`src/rtl/io_pkg.sv`:
```
// Shared definitions for the memory-mapped output port bank.
// Latency: n/a (types, constants and a width helper only).
// Backpressure: n/a.
package io_pkg;

  // Write mode decoded from the address region a bus write lands in.
  typedef enum logic [2:0] {
    MODE_NONE,
    MODE_LOAD,
    MODE_SET,
    MODE_CLR,
    MODE_PULSE
  } mode_e;

  // Default address map: one REGION_SZ-aligned region per write mode.
  localparam int         DEF_REGION_SZ  = 16;
  localparam logic [7:0] DEF_LOAD_BASE  = 8'hE0;
  localparam logic [7:0] DEF_SET_BASE   = 8'hC0;
  localparam logic [7:0] DEF_CLR_BASE   = 8'hD0;
  localparam logic [7:0] DEF_PULSE_BASE = 8'hB0;

  // Width of a down-counter that must hold values 0..cycles.
  function automatic int cnt_width(input int cycles);
    return $clog2(cycles + 1);
  endfunction

endpackage

```
`src/rtl/port_out_cell.sv`:
```
// One output port register with a one-shot pulse down-counter.
// Latency: writes take effect at the sampling edge; pulse_active is decoded straight from the counter.
// Backpressure: none; a selected write is always accepted.
//
// Ports:
//   clock, reset        bus clock, async active-low reset
//   sel                 this cell is the target of the current write
//   mode                write mode for the current write (only meaningful with sel)
//   data_in             write data
//   port                registered port value
//   pulse_active        high while the pulse counter is non-zero
module port_out_cell
  import io_pkg::*;
#(
  parameter int DATA_W       = 8,
  parameter int PULSE_CYCLES = 16
) (
  input  logic              clock,
  input  logic              reset,
  input  logic              sel,
  input  mode_e             mode,
  input  logic [DATA_W-1:0] data_in,
  output logic [DATA_W-1:0] port,
  output logic              pulse_active
);

  localparam int CNT_W = cnt_width(PULSE_CYCLES);

  logic [CNT_W-1:0] cnt;

  // A write to this cell takes priority over the pulse countdown, so a
  // write landing on the expiry edge replaces the zeroing instead of
  // producing a one-cycle glitch.
  always_ff @(posedge clock or negedge reset) begin
    if (!reset) begin
      port <= '0;
      cnt  <= '0;
    end else if (sel) begin
      case (mode)
        MODE_LOAD: begin
          port <= data_in;
          cnt  <= '0;
        end
        MODE_SET: begin
          port <= port | data_in;
          cnt  <= '0;
        end
        MODE_CLR: begin
          port <= port & ~data_in;
          cnt  <= '0;
        end
        MODE_PULSE: begin
          port <= data_in;
          cnt  <= CNT_W'(PULSE_CYCLES);
        end
        default: begin
        end
      endcase
    end else if (cnt != '0) begin
      cnt <= cnt - CNT_W'(1);
      if (cnt == CNT_W'(1)) begin
        port <= '0;
      end
    end
  end

  assign pulse_active = (cnt != '0);

endmodule

```
`src/rtl/port_out_bank.sv`:
```
// Bank of memory-mapped output ports with load/set/clear/pulse write aliases and readback.
// Latency: writes land at the sampling edge; readback data_out/read_hit one cycle after the read.
// Backpressure: none; every bus access completes in the cycle it is presented.
//
// Ports:
//   clock, reset        bus clock, async active-low reset
//   address, data_in    bus address and write data
//   write, read         bus strobes, sampled at the rising edge (may coincide)
//   port_out            port i at [i*DATA_W +: DATA_W]
//   pulse_active        bit i high while port i is pulsing
//   data_out, read_hit  registered readback of the load region
module port_out_bank
  import io_pkg::*;
#(
  parameter int              DATA_W       = 8,
  parameter int              ADDR_W       = 8,
  parameter int              N_PORTS      = 16,
  parameter int              REGION_SZ    = DEF_REGION_SZ,
  parameter logic [ADDR_W-1:0] LOAD_BASE  = ADDR_W'(DEF_LOAD_BASE),
  parameter logic [ADDR_W-1:0] SET_BASE   = ADDR_W'(DEF_SET_BASE),
  parameter logic [ADDR_W-1:0] CLR_BASE   = ADDR_W'(DEF_CLR_BASE),
  parameter logic [ADDR_W-1:0] PULSE_BASE = ADDR_W'(DEF_PULSE_BASE),
  parameter int              PULSE_CYCLES = 16
) (
  input  logic                      clock,
  input  logic                      reset,
  input  logic [ADDR_W-1:0]         address,
  input  logic [DATA_W-1:0]         data_in,
  input  logic                      write,
  input  logic                      read,
  output logic [N_PORTS*DATA_W-1:0] port_out,
  output logic [N_PORTS-1:0]        pulse_active,
  output logic [DATA_W-1:0]         data_out,
  output logic                      read_hit
);

  // One bit wider than the address so N_PORTS == 2**ADDR_W still compares.
  localparam logic [ADDR_W:0] NP = (ADDR_W + 1)'(N_PORTS);

  // Only the first N_PORTS slots of a region decode; the rest of the
  // region is a hole that ignores accesses.
  function automatic logic in_region(input logic [ADDR_W-1:0] a,
                                     input logic [ADDR_W-1:0] base);
    logic [ADDR_W-1:0] off;
    off = a - base;
    return (a >= base) && ({1'b0, off} < NP);
  endfunction

  logic load_hit, set_hit, clr_hit, pulse_hit;

  assign load_hit  = in_region(address, LOAD_BASE);
  assign set_hit   = in_region(address, SET_BASE);
  assign clr_hit   = in_region(address, CLR_BASE);
  assign pulse_hit = in_region(address, PULSE_BASE);

  mode_e             wr_mode;
  logic [ADDR_W-1:0] wr_idx;
  logic [ADDR_W-1:0] load_idx;

  assign load_idx = address - LOAD_BASE;

  always_comb begin
    wr_mode = MODE_NONE;
    wr_idx  = '0;
    if (write) begin
      if (load_hit) begin
        wr_mode = MODE_LOAD;
        wr_idx  = address - LOAD_BASE;
      end else if (set_hit) begin
        wr_mode = MODE_SET;
        wr_idx  = address - SET_BASE;
      end else if (clr_hit) begin
        wr_mode = MODE_CLR;
        wr_idx  = address - CLR_BASE;
      end else if (pulse_hit) begin
        wr_mode = MODE_PULSE;
        wr_idx  = address - PULSE_BASE;
      end
    end
  end

  logic [DATA_W-1:0] cell_q [N_PORTS];

  for (genvar k = 0; k < N_PORTS; k++) begin : g_cell
    logic sel;
    assign sel = (wr_mode != MODE_NONE) && (wr_idx == ADDR_W'(k));

    port_out_cell #(
      .DATA_W       (DATA_W),
      .PULSE_CYCLES (PULSE_CYCLES)
    ) u_cell (
      .clock        (clock),
      .reset        (reset),
      .sel          (sel),
      .mode         (wr_mode),
      .data_in      (data_in),
      .port         (cell_q[k]),
      .pulse_active (pulse_active[k])
    );

    assign port_out[k*DATA_W +: DATA_W] = cell_q[k];
  end

  // Readback sees the register values before any write on the same edge.
  logic [DATA_W-1:0] rd_dat;

  always_comb begin
    rd_dat = '0;
    for (int k = 0; k < N_PORTS; k++) begin
      if (load_idx == ADDR_W'(k)) begin
        rd_dat = cell_q[k];
      end
    end
  end

  always_ff @(posedge clock or negedge reset) begin
    if (!reset) begin
      data_out <= '0;
      read_hit <= 1'b0;
    end else begin
      read_hit <= read && load_hit;
      if (read) begin
        data_out <= load_hit ? rd_dat : '0;
      end
    end
  end

endmodule

```
`config.mk`:
```
export PLATFORM = sky130hd
export DESIGN_NAME = port_out_bank
export DESIGN_NICKNAME = d
export VERILOG_FILES = /design/src/rtl/io_pkg.sv /design/src/rtl/port_out_cell.sv /design/src/rtl/port_out_bank.sv
export SDC_FILE = /design/constraint.sdc
export NUM_CORES = 1
export LEC_CHECK = 0
export BUFFER_PORTS_ARGS = -buffer_cell sky130_fd_sc_hd__buf_2
export CAP_MARGIN = 5
export CORE_MARGIN = 2
export CORE_UTILIZATION = 50
export CTS_CLUSTER_DIAMETER = 150
export CTS_CLUSTER_SIZE = 16
export DETAILED_ROUTE_END_ITERATION = 8
export GPL_TIMING_DRIVEN = 0
export PLACE_DENSITY = 0.71
export SLEW_MARGIN = 20
export SYNTH_ARGS = -nofsm -noshare
export SYNTH_HDL_FRONTEND = slang
export SYNTH_SLANG_ARGS = --single-unit
```
`constraint.sdc`:
```
create_clock -name clock -period 4.05 [get_ports clock]
set_input_delay 0.2025 -clock clock [delete_from_list [all_inputs] [get_ports clock]]
set_output_delay 0.2025 -clock clock [all_outputs]
set_load 0.05 [all_outputs]
```
==> Word level (Yosys, flattened, before mapping) <==
Cells that the tools add are included.
W data, S select, Z words.
{ "totals": {"in_bits": 20, "wordCells": 407, "out_inout_bits": 153, "register_bits": 217} }
{ "classes": {"addsub": 20, "reduce_logical": 106, "bitwise": 33, "eq_ne": 82, "muxes": 124, "order_cmp": 8} }
{ "op_table": {"columns": ["cell", "n"], "rows": [
  ["$mux W8", 70],
  ["$pmux W8 S3", 16],
  ["$mux W5", 32],
  ["$and A8 B8 Y8", 16],
  ["$eq A8 B4 Y1 const B", 16],
  ["$or A8 B8 Y8", 16],
  ["$eq A5 B1 Y1 const B", 16],
  ["$reduce_bool A5 Y1", 16],
  ["$sub A5 B1 Y5 const B", 16],
  ["$eq A8 B3 Y1 const B", 8],
  ["$ne A4 B2 Y1 const B", 16],
  ["$reduce_bool A2 Y1", 32],
  ["$ne A3 B2 Y1 const B", 16],
  ["$reduce_and A3 Y1", 16],
  ["$eq A8 B2 Y1 const B", 4],
  ["$ge A8 B8 Y1 const B", 4],
  ["$lt A8 B5 Y1 const B", 4],
  ["$reduce_and A2 Y1", 16],
  ["$sub A8 B8 Y8 const B", 4],
  ["$logic_and A1 B1 Y1", 21],
  ["$eq A8 B1 Y1 const B", 2],
  ["$logic_not A8 Y1", 2],
  ["$mux W3", 5],
  ["$pmux W5 S2", 1],
  ["other kinds (7)", 8]
]} }

==> Logic depth before layout (Yosys ltp) <==
{ "depth": {"word_depth": 19, "mapped_depth": 14, "mapped_depth_nobuf": 10} }

==> Modules after synthesis <==
Synthesis repeated with hierarchy kept, for this count alone.
{ "unflattened": {"hier_cells": 1732, "area_unflattened_um2": 16062.9} }
{ "modules_own_cells": {"columns": ["mod", "seq_area_each_um2", "instances", "area_each_um2", "cells_per_inst"], "rows": [
  ["port_out_cell at g_cell[14].u_cell ...", 325.3, 11, 862.1, 89],
  ["port_out_cell at g_cell[0].u_cell ...", 325.3, 5, 873.3, 92],
  ["port_out_bank", 225.2, 1, 2213.4, 293]
]} }

==> Worst setup path after synthesis <==
No wires, ideal clock.
{ "synth_timing": {"path_type": "in2reg", "start": "input address[5]", "end": "register g_cell[0].u_cell.port[1]", "setup_slack_ns": 1.330, "n_path_buf": 4, "required_ns": 3.917, "stages": 14, "arrival_ns": 2.587, "setup_ns": 0.133, "cell_sequence": "inv_1 > ha_1 > a21oi_1 > mux2_2 > or2_0 > buf_6 > or4_1 > buf_2 > buf_6 > o22ai_4 > buf_6 > nor3_1 > o21ai_1 > o21ai_0"} }
{ "synth_via": {"elab_chain_cells": 12, "elab_cells_between_ends": 40, "cone_classes": "add/sub (4); order compare (8); eq/ne (5); mux (12); reduce/logical (11)"} }
{ "synth_rtl": {"columns": ["item", "line_no", "rtl"], "rows": [
  ["from (decl)", "port_out_bank.sv:27", "input logic [ADDR_W-1:0] address,"],
  ["$sub A8 B8 Y8", "port_out_bank.sv:45, port_out_bank.sv:77", null],
  ["$lt A8 B5 Y1", "port_out_bank.sv:46", "return (a >= base) && ({1'b0, off} < NP);"],
  ["$logic_and A1 B1 Y1", "port_out_bank.sv:46", null],
  ["$mux W3 or $mux W8 (tied branches)", "port_out_bank.sv:75", "end else if (pulse_hit) begin"],
  ["$mux W3 or $mux W8 (tied branches)", "port_out_bank.sv:72", "end else if (clr_hit) begin"],
  ["$mux W3 or $mux W8 (tied branches)", "port_out_bank.sv:69", "end else if (set_hit) begin"],
  ["$mux W3 or $mux W8 (tied branches)", "port_out_bank.sv:66", "if (load_hit) begin"],
  ["$mux W3 or $mux W8 (tied branches)", "port_out_bank.sv:65", "if (write) begin"],
  ["$eq A3 B1 Y1 (tied with other cells)", "port_out_cell.sv:39", "case (mode)"],
  ["$reduce_or A2 Y1 (no line) or $logic_and A1 B1 Y1 (tied branches)", null, null],
  ["$ne A4 B2 Y1 (no line) (tied with other cells)", null, null],
  ["$reduce_and A3 Y1 (no line) or $mux W8 (tied branches)", null, null],
  ["to (signal assigned)", "port_out_cell.sv:41", "port <= data_in;"],
  ["to (signal assigned)", "port_out_cell.sv:45", "port <= port | data_in;"],
  ["to (signal assigned)", "port_out_cell.sv:49", "port <= port & ~data_in;"],
  ["to (decl)", "port_out_cell.sv:23", "output logic [DATA_W-1:0] port,"]
]} }
Several ways; a longest one is shown, not always the timed one.
A chain may end at the register's enable or synchronous reset.

==> Final worst setup path <==
{ "layout_timing": {"start": "input address[5]", "end": "register g_cell[1].u_cell.port[3]"} }
{ "layout_via": {"elab_chain_cells": 12, "elab_cells_between_ends": 40, "cone_classes": "add/sub (4); order compare (8); eq/ne (6); mux (12); reduce/logical (10)"} }
{ "layout_rtl": {"columns": ["item", "line_no", "rtl"], "rows": [
  ["$sub A8 B8 Y8", "port_out_bank.sv:45, port_out_bank.sv:77", null],
  ["$lt A8 B5 Y1", "port_out_bank.sv:46", null],
  ["$logic_and A1 B1 Y1", "port_out_bank.sv:46", null],
  ["$mux W8 or $mux W3 (tied branches)", "port_out_bank.sv:75", null],
  ["$mux W8 or $mux W3 (tied branches)", "port_out_bank.sv:72", null],
  ["$mux W8 or $mux W3 (tied branches)", "port_out_bank.sv:69", null],
  ["$mux W8 or $mux W3 (tied branches)", "port_out_bank.sv:66", null],
  ["$mux W8 or $mux W3 (tied branches)", "port_out_bank.sv:65", null],
  ["$eq A8 B1 Y1 (tied with other cells)", "port_out_bank.sv:86", "assign sel = (wr_mode != MODE_NONE) && (wr_idx == ADDR_W'(k));"],
  ["$logic_and A1 B1 Y1 or $reduce_or A2 Y1 (tied branches)", null, null],
  ["$ne A4 B2 Y1 (no line) (tied with other cells)", null, null],
  ["$reduce_and A3 Y1 (no line) or $mux W8 (tied branches)", null, null],
  ["to (signal assigned)", "port_out_cell.sv:45", null],
  ["to (signal assigned)", "port_out_cell.sv:49", null],
  ["to (signal assigned)", "port_out_cell.sv:53", "port <= data_in;"],
  ["to (decl)", "port_out_cell.sv:23", null]
]} }
Several ways; a longest one is shown, not always the timed one.

==> results.md <==
* Worst hold slack at 0.08456 ns
* Critical path fanouts, max at 10
* First-pass GRT wire length at 68860 um
* Sequential area share after synthesis at 43.46%
* Number of synthesized flops with an enable pin at 0
* Status: finished, final reports clean
* HPWL Detailed at 33520 um
* Final ANT Viol Nets at 0
* Clock Skew at 0.01642 ns
* Asr flop ratio synth at 100.0%
* Max-slew violations at 0
* Most frequent cells in the layout: dfrtp_1, o21ai_0, buf_2
* Achievable clock frequency at 273.0 MHz
* CTS root buf: clkbuf_16
* Worst EP arrival at 4.01 ns
* Die height at 162.1 um
* Core area at 24460 um2
* Cells after Synth at 1385
* Crit-path cells: buf_2, ha_1, xnor2_1, nand3_1, nor2_2, a31oi_4, o21bai_1, clkbuf_1, nor3_1, o21ai_0, o21ai_0
* Vias in the first global route at 11289
* Final period utilization at 90.45%
* Layout Nets at 1659
* Peak VDD IR at 0.0003905 V
* Initial Util at 51.08%
* Total power at 0.007697 W
* Setup crit start: address[5]
* CP Capture Type: flop
* Congestion Overflow GR at 0
* Antenna cell count at 0
* GR Util All Layers at 34.76%
* DIE WIDTH at 162.1 um
* Final-layout fill cell count at 2248
* Final Critical Period at 3.663 ns
* Setup Viol. Count Final at 0
* CP Launch Type: input pin
* Largest area contributor in the netlist: dfrtp_1
* Die area at 26270 um2
* HP Class: input pin to flop
* Worst-path clk slew at 0.08 ns
* Slowest CP cell: o21bai_1
* CP peak stage delay at 0.84 ns
* Leakage at 6.495 nW
* Post-Layout Inst Area at 14290 um2
* Cell area power density at 538.8 nW/um2
* Vias per Instance at 6.341
* Post-CTS sizing at 0
* Reg2reg start: g_cell[5].u_cell.port[4]
* Area grow syn2layout at 14.34%
* Worst Path Buf+Inv at 2
* Worst rel slew slack at 23.63%
* Layout cells sized above 1 at 17.99%
* Worst EP required at 4.40 ns
* Routed length per instance at 24.20 um
* Synth top area share at 43.46%
* Overall via count from detail_route at 12067
* Placed cell area at 13820 um2
* Total Wirelength at 46050 um
* Fin. Hold Viols at 0
* Syn avg cell area at 9.021 um2
* CP Class: input pin to flop
* Setup ws final at 0.3867 ns
* Core Rows at 57
* Max-cap viol count at 0
* Port-buffer cells at 171
* Distinct cells, synth at 67
* DRC Markers at 0
* Largest net degree at the start of global routing at 92
* H-Tree Depth at 1
* Seq cells post-synth at 217
* Worst-Margin Slew at 1.135 ns
* Hold path start: data_in[0]
* # IOs at 173
* DRT Pass-1 Iters at 8
* Initial antenna violation count at 1
* Synth Flop Type: dfrtp_1
* RSZ-0062 raised after global routing: false
* Most common cell after layout, fill and taps aside: dfrtp_1
* CTS buffer count at 17
* Pre-CTS setup slack at 0.07968 ns
* Clock Sink Count at 217
* Synth area leaders: dfrtp_1, o21ai_0, ha_1, nor3_1, nor2_1
* Mapped Nets at 1465
* CTS tree: yes
* Crit-path most repeated cell: o21ai_0
* CTS Buffer Depth at 3
* DRT iter0 DRCs at 1500
* Cell family with most CP delay: compound AO/OA/AOI/OAI gates
* GPL Wtd Cong at 1.040
* Yosys warnings at 0
* Worst skew pair latency at 0.51 ns
* Synth Cell Area at 12490 um2
cell families after synthesis:
logic type	synth area share [%]
AO/OA/AOI/OAI	20.48
XOR/XNOR	2.944
adder cells (fa/ha/maj)	6.008
buffers and inverters	5.468
flip-flops	43.46
multiplexers	4.637
AND/OR/NAND/NOR	17.00
registers in the layout, indices dropped and copies added, names as in the netlist:
signal,flops
read_hit,1
g_cell.u_cell.cnt,80
data_out,8
g_cell.u_cell.port,128
what timing repair did:
item,4_1_cts,5_1_grt
hold buffers,2,0
setup buffers,0,0
endpoints found under the hold margin,65,0
stage by stage:
stage | instances | util, % | TNS [ns]
3_3_place_gp | 1880 | 56.23 | -236.49
6_report | 1903 | 58.40 | 0
5_1_grt | 1903 | 58.40 | 0
3_5_place_dp | 1882 | 56.50 | 0
2_1_floorplan | 1385 | - | 0
4_1_cts | 1903 | 58.39 | 0
where the power goes:
group	switching, W	internal, W	total [W]
Clock	0.000795	0.000756	0.00155
Combinational	0.00181	0.00109	0.00291
Sequential	0.000527	0.00271	0.00324
Total	0.00314	0.00456	0.00770
Yosys cell counts (all sizes together) (4+ instances only):
| master | n |
|---|---|
| o21ai | 281 |
| dfrtp | 217 |
| nor3 | 150 |
| nor2 | 119 |
| nand2 | 103 |
| ha | 60 |
| inv | 60 |
| a21oi | 44 |
| buf | 42 |
| clkbuf | 40 |
| xnor2 | 26 |
| nand3 | 24 |
| a211oi | 19 |
| mux2 | 19 |
| xor2 | 16 |
| mux4 | 14 |
| o22ai | 14 |
| a22oi | 12 |
| nor4 | 12 |
| nand3b | 11 |
| and3 | 8 |
| a21o | 7 |
| a31oi | 7 |
| a32oi | 7 |
| and3b | 7 |
| nor2b | 6 |
| a221oi | 5 |
| mux2i | 5 |
| nand4 | 5 |
| a311oi | 4 |
worst min-delay path, cell delays in order:
cell	delay (ns)
buf_2	0.13
o311a_1	0.18
nor2_1	0.04
layout make-up:
type / instances / area, um2 / share of cell area, %
Multi-Input combinational cell: 1025 / 6384 / 44.68
Sequential cell: 217 / 5430 / 38.01
Timing Repair Buffer: 175 / 940.9 / 6.586
Buffer: 82 / 454.2 / 3.179
Clock buffer: 17 / 425.4 / 2.978
Tap cell: 324 / 405.4 / 2.838
Inverter: 61 / 229.0 / 1.603
Clock inverter: 2 / 17.52 / 0.1226
layer usage:
| layer | vias to the layer above | wire length, um | global-route usage [%] |
|---|---|---|---|
| li1 | 5363 | - | - |
| met2 | 769 | 19860 | 51.70 |
| met4 | 2 | 2674 | 16.37 |
| met1 | 5766 | 18190 | 47.39 |
| met3 | 167 | 5304 | 9.448 |
| met5 | - | 19 | 0 |
path summary, 6_finish.rpt:
path	slack [ns]	end	depth (start not counted)
max	0.39	g_cell[1].u_cell.port[3]	11
min	0.08	g_cell[6].u_cell.port[0]	3
max reg2reg	2.00	data_out[4]	6
min reg2reg	0.49	data_out[2]	1
max in group asynchronous	2.95	g_cell[9].u_cell.port[1]	3
min in group asynchronous	0.24	g_cell[0].u_cell.cnt[3]	2
(Power assumes the default switching activity.)
